File: src/rtl/fft_stage_sequencer.sv
// fft_stage_sequencer: load/stage/butterfly sequencer with address and twiddle generation for a radix-2 DIF FFT
module fft_stage_sequencer #(
    parameter int D_WIDTH     = 64,
    parameter int LOG_2_WIDTH = 6,
    parameter int BF_LATENCY  = 2
) (
    input  logic                           clk,
    input  logic                           rst,
    input  logic                           start,
    output logic                           busy,
    output logic                           load_en,
    output logic                           bf_valid,
    output logic [LOG_2_WIDTH-1:0]         addr_a,
    output logic [LOG_2_WIDTH-1:0]         addr_b,
    output logic [LOG_2_WIDTH-2:0]         tw_idx,
    output logic [$clog2(LOG_2_WIDTH)-1:0] stage,
    output logic                           done
);
    localparam int SW = $clog2(LOG_2_WIDTH);
    localparam int KW = LOG_2_WIDTH - 1;
    localparam int DW = BF_LATENCY > 1 ? $clog2(BF_LATENCY) : 1;
    localparam logic [SW-1:0] S_LAST = SW'(LOG_2_WIDTH - 1);
    localparam logic [KW-1:0] K_LAST = KW'(D_WIDTH / 2 - 1);
    localparam logic [DW-1:0] D_LAST = DW'(BF_LATENCY > 0 ? BF_LATENCY - 1 : 0);
    localparam logic [LOG_2_WIDTH-1:0] HALF0 = LOG_2_WIDTH'(D_WIDTH / 2);

    typedef enum logic [2:0] {IDLE, LOAD, RUN, DRAIN, DONE} state_t;
    state_t state, state_n;
    logic [SW-1:0] s, s_n;
    logic [KW-1:0] k, k_n;
    logic [DW-1:0] d, d_n;
    logic [LOG_2_WIDTH-1:0] half, mask, kx, a_n;
    logic [KW-1:0] t_n;
    logic next_stage;

    // Outputs are registered from the next state, so they line up with the state they describe.
    always_comb begin
        state_n = state;
        s_n = s;
        k_n = k;
        d_n = d;
        next_stage = 1'b0;
        case (state)
            IDLE: state_n = start ? LOAD : IDLE;
            LOAD: begin
                state_n = RUN;
                s_n = '0;
                k_n = '0;
            end
            RUN: begin
                k_n = k + 1'b1;
                if (k == K_LAST) begin
                    d_n = '0;
                    if (BF_LATENCY > 0) state_n = DRAIN;
                    else next_stage = 1'b1;
                end
            end
            DRAIN: begin
                d_n = d + 1'b1;
                next_stage = d == D_LAST;
            end
            DONE: state_n = IDLE;
            default: state_n = IDLE;
        endcase
        if (next_stage) begin
            state_n = s == S_LAST ? DONE : RUN;
            s_n = s == S_LAST ? s : s + 1'b1;
            k_n = '0;
        end
        half = HALF0 >> s_n;
        mask = half - 1'b1;
        kx = {1'b0, k_n};
        a_n = ((kx & ~mask) << 1) | (kx & mask);
        t_n = KW'((kx & mask) << s_n);
    end

    always_ff @(posedge clk or posedge rst) begin
        if (rst) begin
            state <= IDLE;
            s <= '0;
            k <= '0;
            d <= '0;
            busy <= 1'b0;
            load_en <= 1'b0;
            bf_valid <= 1'b0;
            done <= 1'b0;
            addr_a <= '0;
            addr_b <= '0;
            tw_idx <= '0;
            stage <= '0;
        end else begin
            state <= state_n;
            s <= s_n;
            k <= k_n;
            d <= d_n;
            busy <= state_n != IDLE;
            load_en <= state_n == LOAD;
            bf_valid <= state_n == RUN;
            done <= state_n == DONE;
            addr_a <= state_n == RUN ? a_n : '0;
            addr_b <= state_n == RUN ? a_n | half : '0;
            tw_idx <= state_n == RUN ? t_n : '0;
            stage <= state_n == RUN ? s_n : '0;
        end
    end
endmodule

File: config.mk
export PLATFORM = sky130hd
export DESIGN_NAME = fft_stage_sequencer
export DESIGN_NICKNAME = d
export VERILOG_FILES = /design/src/rtl/fft_stage_sequencer.sv
export SDC_FILE = /design/constraint.sdc
export NUM_CORES = 1
export LEC_CHECK = 0
export ABC_AREA = 1
export CORE_ASPECT_RATIO = 0.6
export CORE_UTILIZATION = 48
export CTS_CLUSTER_DIAMETER = 200
export DETAILED_ROUTE_END_ITERATION = 10
export GPL_ROUTABILITY_DRIVEN = 0
export GPL_TIMING_DRIVEN = 0
export PLACE_DENSITY = 0.74
export SLEW_MARGIN = 15
export SYNTH_ARGS = -nofsm -noshare
export SYNTH_HDL_FRONTEND = slang
export SYNTH_SLANG_ARGS = --single-unit
File: constraint.sdc
create_clock -name clk -period 2.04 [get_ports clk]
set_clock_uncertainty 0.05 [all_clocks]
set_input_delay 0.408 -clock clk [delete_from_list [all_inputs] [get_ports clk]]
set_output_delay 0.408 -clock clk [all_outputs]
set_load 0.02 [all_outputs]
==> results <==
- The clock transition at the registers of the reported paths is ~80 ps.
- The type of the worst min-delay path is reg -> reg.
- Setup repair after global routing could not meet its margin everywhere.
- The final hold violation count is 0.
- The first-iteration detailed-routing DRC count is between 100 and 150.
- The antenna diode count is 0.
- The end point of the critical path is tw_idx[4]$_DFF_PP0_.
- In this run the static leakage power is about 1.3 nW.
- The achievable frequency is approximately 470 MHz.
- With fillers left out, the area of the finished cells amounts to roughly 0.0026 sq mm.
- The core footprint is about 0.0034 sq mm.
- Each instance of the synthesized netlist takes up on average just over 8 sq um.
- The Yosys step of the flow raised 0 warnings.
- The cell seen most often among critical-path stages is nand2_2.
- The area used by sequential logic in the layout is roughly 900 sq um.
- The completed layout was analyzed and its total power is approximately 5.1 mW.
- Summing over every cut layer, the via total after detailed routing is roughly 1700.
- For the pin with the worst max-slew slack, the measured transition is 738 ps.
- The maximum fanout along the worst path is 4.
- The finished layout holds 329 standard cells, fillers aside.
- The pin count of the biggest net entering global routing is 37.
- Synthesis produced a netlist with a net count of ~230.
- Measured on the finished design, the core utilization comes to 0.755.
- Across all setup checks in the final design, the least slack found is -109 ps.
- The layout cell share with drive strength beyond 1 is 0.310.
- The total instance count after detailed placement is between 200 and 300.
- Once detailed placement completed, the half-perimeter wirelength came to about 2900 microns.
- The root buffer selected by CTS is clkbuf_8.
- The startpoint of the worst-slack reg-to-reg timing path is s[1]$_DFF_PP0_.
- The via count of the first global-routing pass came to around 1600.
- The total DRC errors in the routed layout is 0.
- The number of cell rows is 16.
- The synthesized flop and latch total is 36.
- The number of antenna violations at the first check in global routing was 0.
- The die area is slightly above 0.004 sq mm.
- The insertion delay of the later-clocked pin in the worst-skew pair is around 290 ps.
- The global-route usage over all layers is 0.253.
- The data required time at the worst endpoint is around 2200 ps.
- The cts-stage hold buffer count is 0.
- TritonCTS built the clock tree.
- The final global-route overflow total is 0.
- The critical path goes through buf_6, ha_4, inv_2, nand2_1, nand3_1, nand2_1, nand2_2, nand2_2, inv_4, nand2_4, ha_4, nor2_4, nand2_2, nand2_2, nor2_1, a21oi_2.
- The worst setup path is captured at a flop.
- The count of nets left with antenna violations once routing finished came out at 0.
- The part of the Yosys area used for sequential elements is 0.497.
- In the final routed layout, each cell accounts on average for about 14 microns.
- The number of vias per cell is approximately 5.1.
- 27 I/O pins were placed.
- The die is slightly below 50 microns tall.
- The flow ran to the end, but the final reports show violations.
- In this run, CTS created clock tree buffers numbering 5.
- Before antenna repair, the detailed router went through 5 iterations.
- Across all register-to-register paths, the minimum setup slack is -110 ps.
- For this design the ratio of total power to cell area is slightly below 2000 mW/mm^2.
- The worst slew margin relative to its limit is 0.507.
- The largest single stage delay on the critical path is approximately 420 ps.
- The buffer depth of the longest clock path is 2.
- The slowest stage of the critical path is the dfrtp_1 cell.
- The worst setup path is launched from a flop.
- Across the run, the number of max-cap violations was 0.
- The first global-routing pass estimated 7500 microns of wire.
- The worst-case reg-to-reg path depth is 16.
- The fill cell instance count of the final layout is 236.
- The footprint of the multi-input gates is about 900 sq um.
- The count of clock tree sinks is 36.
- For the worst setup path, the data arrival time is approximately 2300 ps.
- The layout overhead on the synthesized area is 42.5%.
- The initial utilization of the core area, before any placement, comes to 0.530.
- The total setup violations reported at the end of the flow is 12.
- Yosys mapped a number of flops with a built-in enable equal to 0.
- The total wire length after detailed routing is roughly 4500 microns.
- The checks that failed: negative setup slack.
- The total number of nets in the final design is between 200 and 300.
- The cell count after synthesis is between 200 and 250.
- Port buffering added 26 buffers.
- The count of cell types in the netlist is 25.
- The critical path startpoint is s[1]$_DFF_PP0_.
- The maximum vdd drop is between 0.001 and 0.0015 V.
- In the synthesized netlist the dominant register cell turns out to be dfrtp_1.
- The fraction of registers with async set/reset is 1.00.
- Of the available clock period, the critical path in the final layout requires 1.05.
- The minimum period implied by the final worst setup slack is between 2000 and 2500 ps.
- The number of pins with negative max-slew slack in the final report is 0.
- The H-tree depth reported by CTS is 2.
- The path type of the worst setup path is reg -> reg.
- In this run the cell area measured after placement is about 0.0022 sq mm.
- The die outline width is ~80 microns.
- Summing every instance area after synthesis gives 0.00181 sq mm.
- The endpoint of the worst register-to-register path is tw_idx[4]$_DFF_PP0_.
-- repair_timing --
action / 4_1_cts / 5_1_grt
resized for setup: 23 / 15
pin swaps: 13 / 10
setup buffers: 22 / 3
endpoints found under the setup margin: 14 / 20
-- area by class of cell --
class	instances	area share
Sequential cell	36	0.350
Tap cell	45	0.0218
Timing Repair Buffer	51	0.175
Buffer	3	0.0107
Clock buffer	6	0.0281
Inverter	30	0.0455
Multi-Input combinational cell	156	0.356
Clock inverter	2	0.0136
-- Yosys cell counts, types with 2 or more instances --
library cell  number  area, sq um
nor2_1            29          109
dfrtp_1           36          901
a21oi_1            7         35.0
nand2_2            9         56.3
inv_1             26         97.6
nand3_1           19         95.1
nand2_1           64          240
inv_2              4         15.0
o21ai_1            2         10.0
o21ai_0            7         35.0
nand3_2            4         40.0
ha_1               5         62.6
-- worst max-delay path: cells and delay by family (launching register included) --
family | cells | cell delay [ps]
AOI/OAI and AO/OA | 1 | 110
and+or+nand+nor | 10 | 800
adders and majority gates | 2 | 400
DFF | 1 | 420
buffers and inverters | 3 | 290
-- per-layer routing --
layer  GRT usage  routed length [microns]  vias up
met4      0.0476                       28        0
li1            -                        -      823
met2       0.360                     1950       71
met1       0.364                     2100      794
met3      0.0981                      418        4
met5           0                        0        -
-- registers in the layout (all words and copies together) (netlist names) --
name / cells
addr_b: 6
load_en: 1
busy: 1
done: 1
bf_valid: 1
addr_a: 6
state: 3
stage: 3
d: 1
s: 3
tw_idx: 5
k: 5
-- layout by cell type (no fill, tap or decap), drive strengths merged --
cell           netlist  final
dfrtp               36     36
a31oi                1      1
ha                   5      5
nand3               23     23
clkdlybuf4s50        0     26
clkbuf               0      6
nor2                31     31
a21oi                8      8
nand4                1      1
nor3                 1      1
clkinv               0      1
xnor2                1      1
bufinv               0      1
o21ai               10     10
o22ai                1      1
buf                  3     28
inv                 30     30
nand2               74     74
-- power by group --
group          internal (mW)  switching (mW)  leakage, nW  total [mW]
logic                   1.33            1.98        0.848        3.31
clock network          0.363           0.255       0.0552       0.618
registers               1.03           0.163        0.446        1.20
total                   2.73            2.40         1.35        5.13
-- per-stage QoR --
step / setup slack [ps] / TNS, ps / hold slack [ps]
2_1_floorplan: 7.11 / 0 / 403
3_3_place_gp: -305 / -2920 / 430
3_5_place_dp: -308 / -2810 / 446
4_1_cts: 5.86 / 0 / 497
5_1_grt: -252 / -2680 / 568
6_report: -109 / -791 / 497
-- worst min-delay path by stage --
stage | cells past startpoint | to | slack (ps) | from
finish | 1 | d$_DFFE_PP0P_ | 500 | d$_DFFE_PP0P_
global route | 2 | load_en$_DFF_PP0_ | 570 | state[2]$_DFF_PP0_
detailed placement | 1 | load_en$_DFF_PP0_ | 450 | state[2]$_DFF_PP0_
global placement | 1 | load_en$_DFF_PP0_ | 430 | state[2]$_DFF_PP0_
CTS | 1 | d$_DFFE_PP0P_ | 500 | d$_DFFE_PP0P_
floorplan | 1 | load_en$_DFF_PP0_ | 400 | state[2]$_DFF_PP0_
-- kinds of logic after synthesis --
group,Yosys count,share of synthesized area
xor+xnor,1,0.00483
fa+ha+maj,5,0.0345
buf+inv,33,0.0752
simple gates,130,0.324
compound gates,20,0.0649
flops,36,0.497
Power figures use the tool's default switching activity.
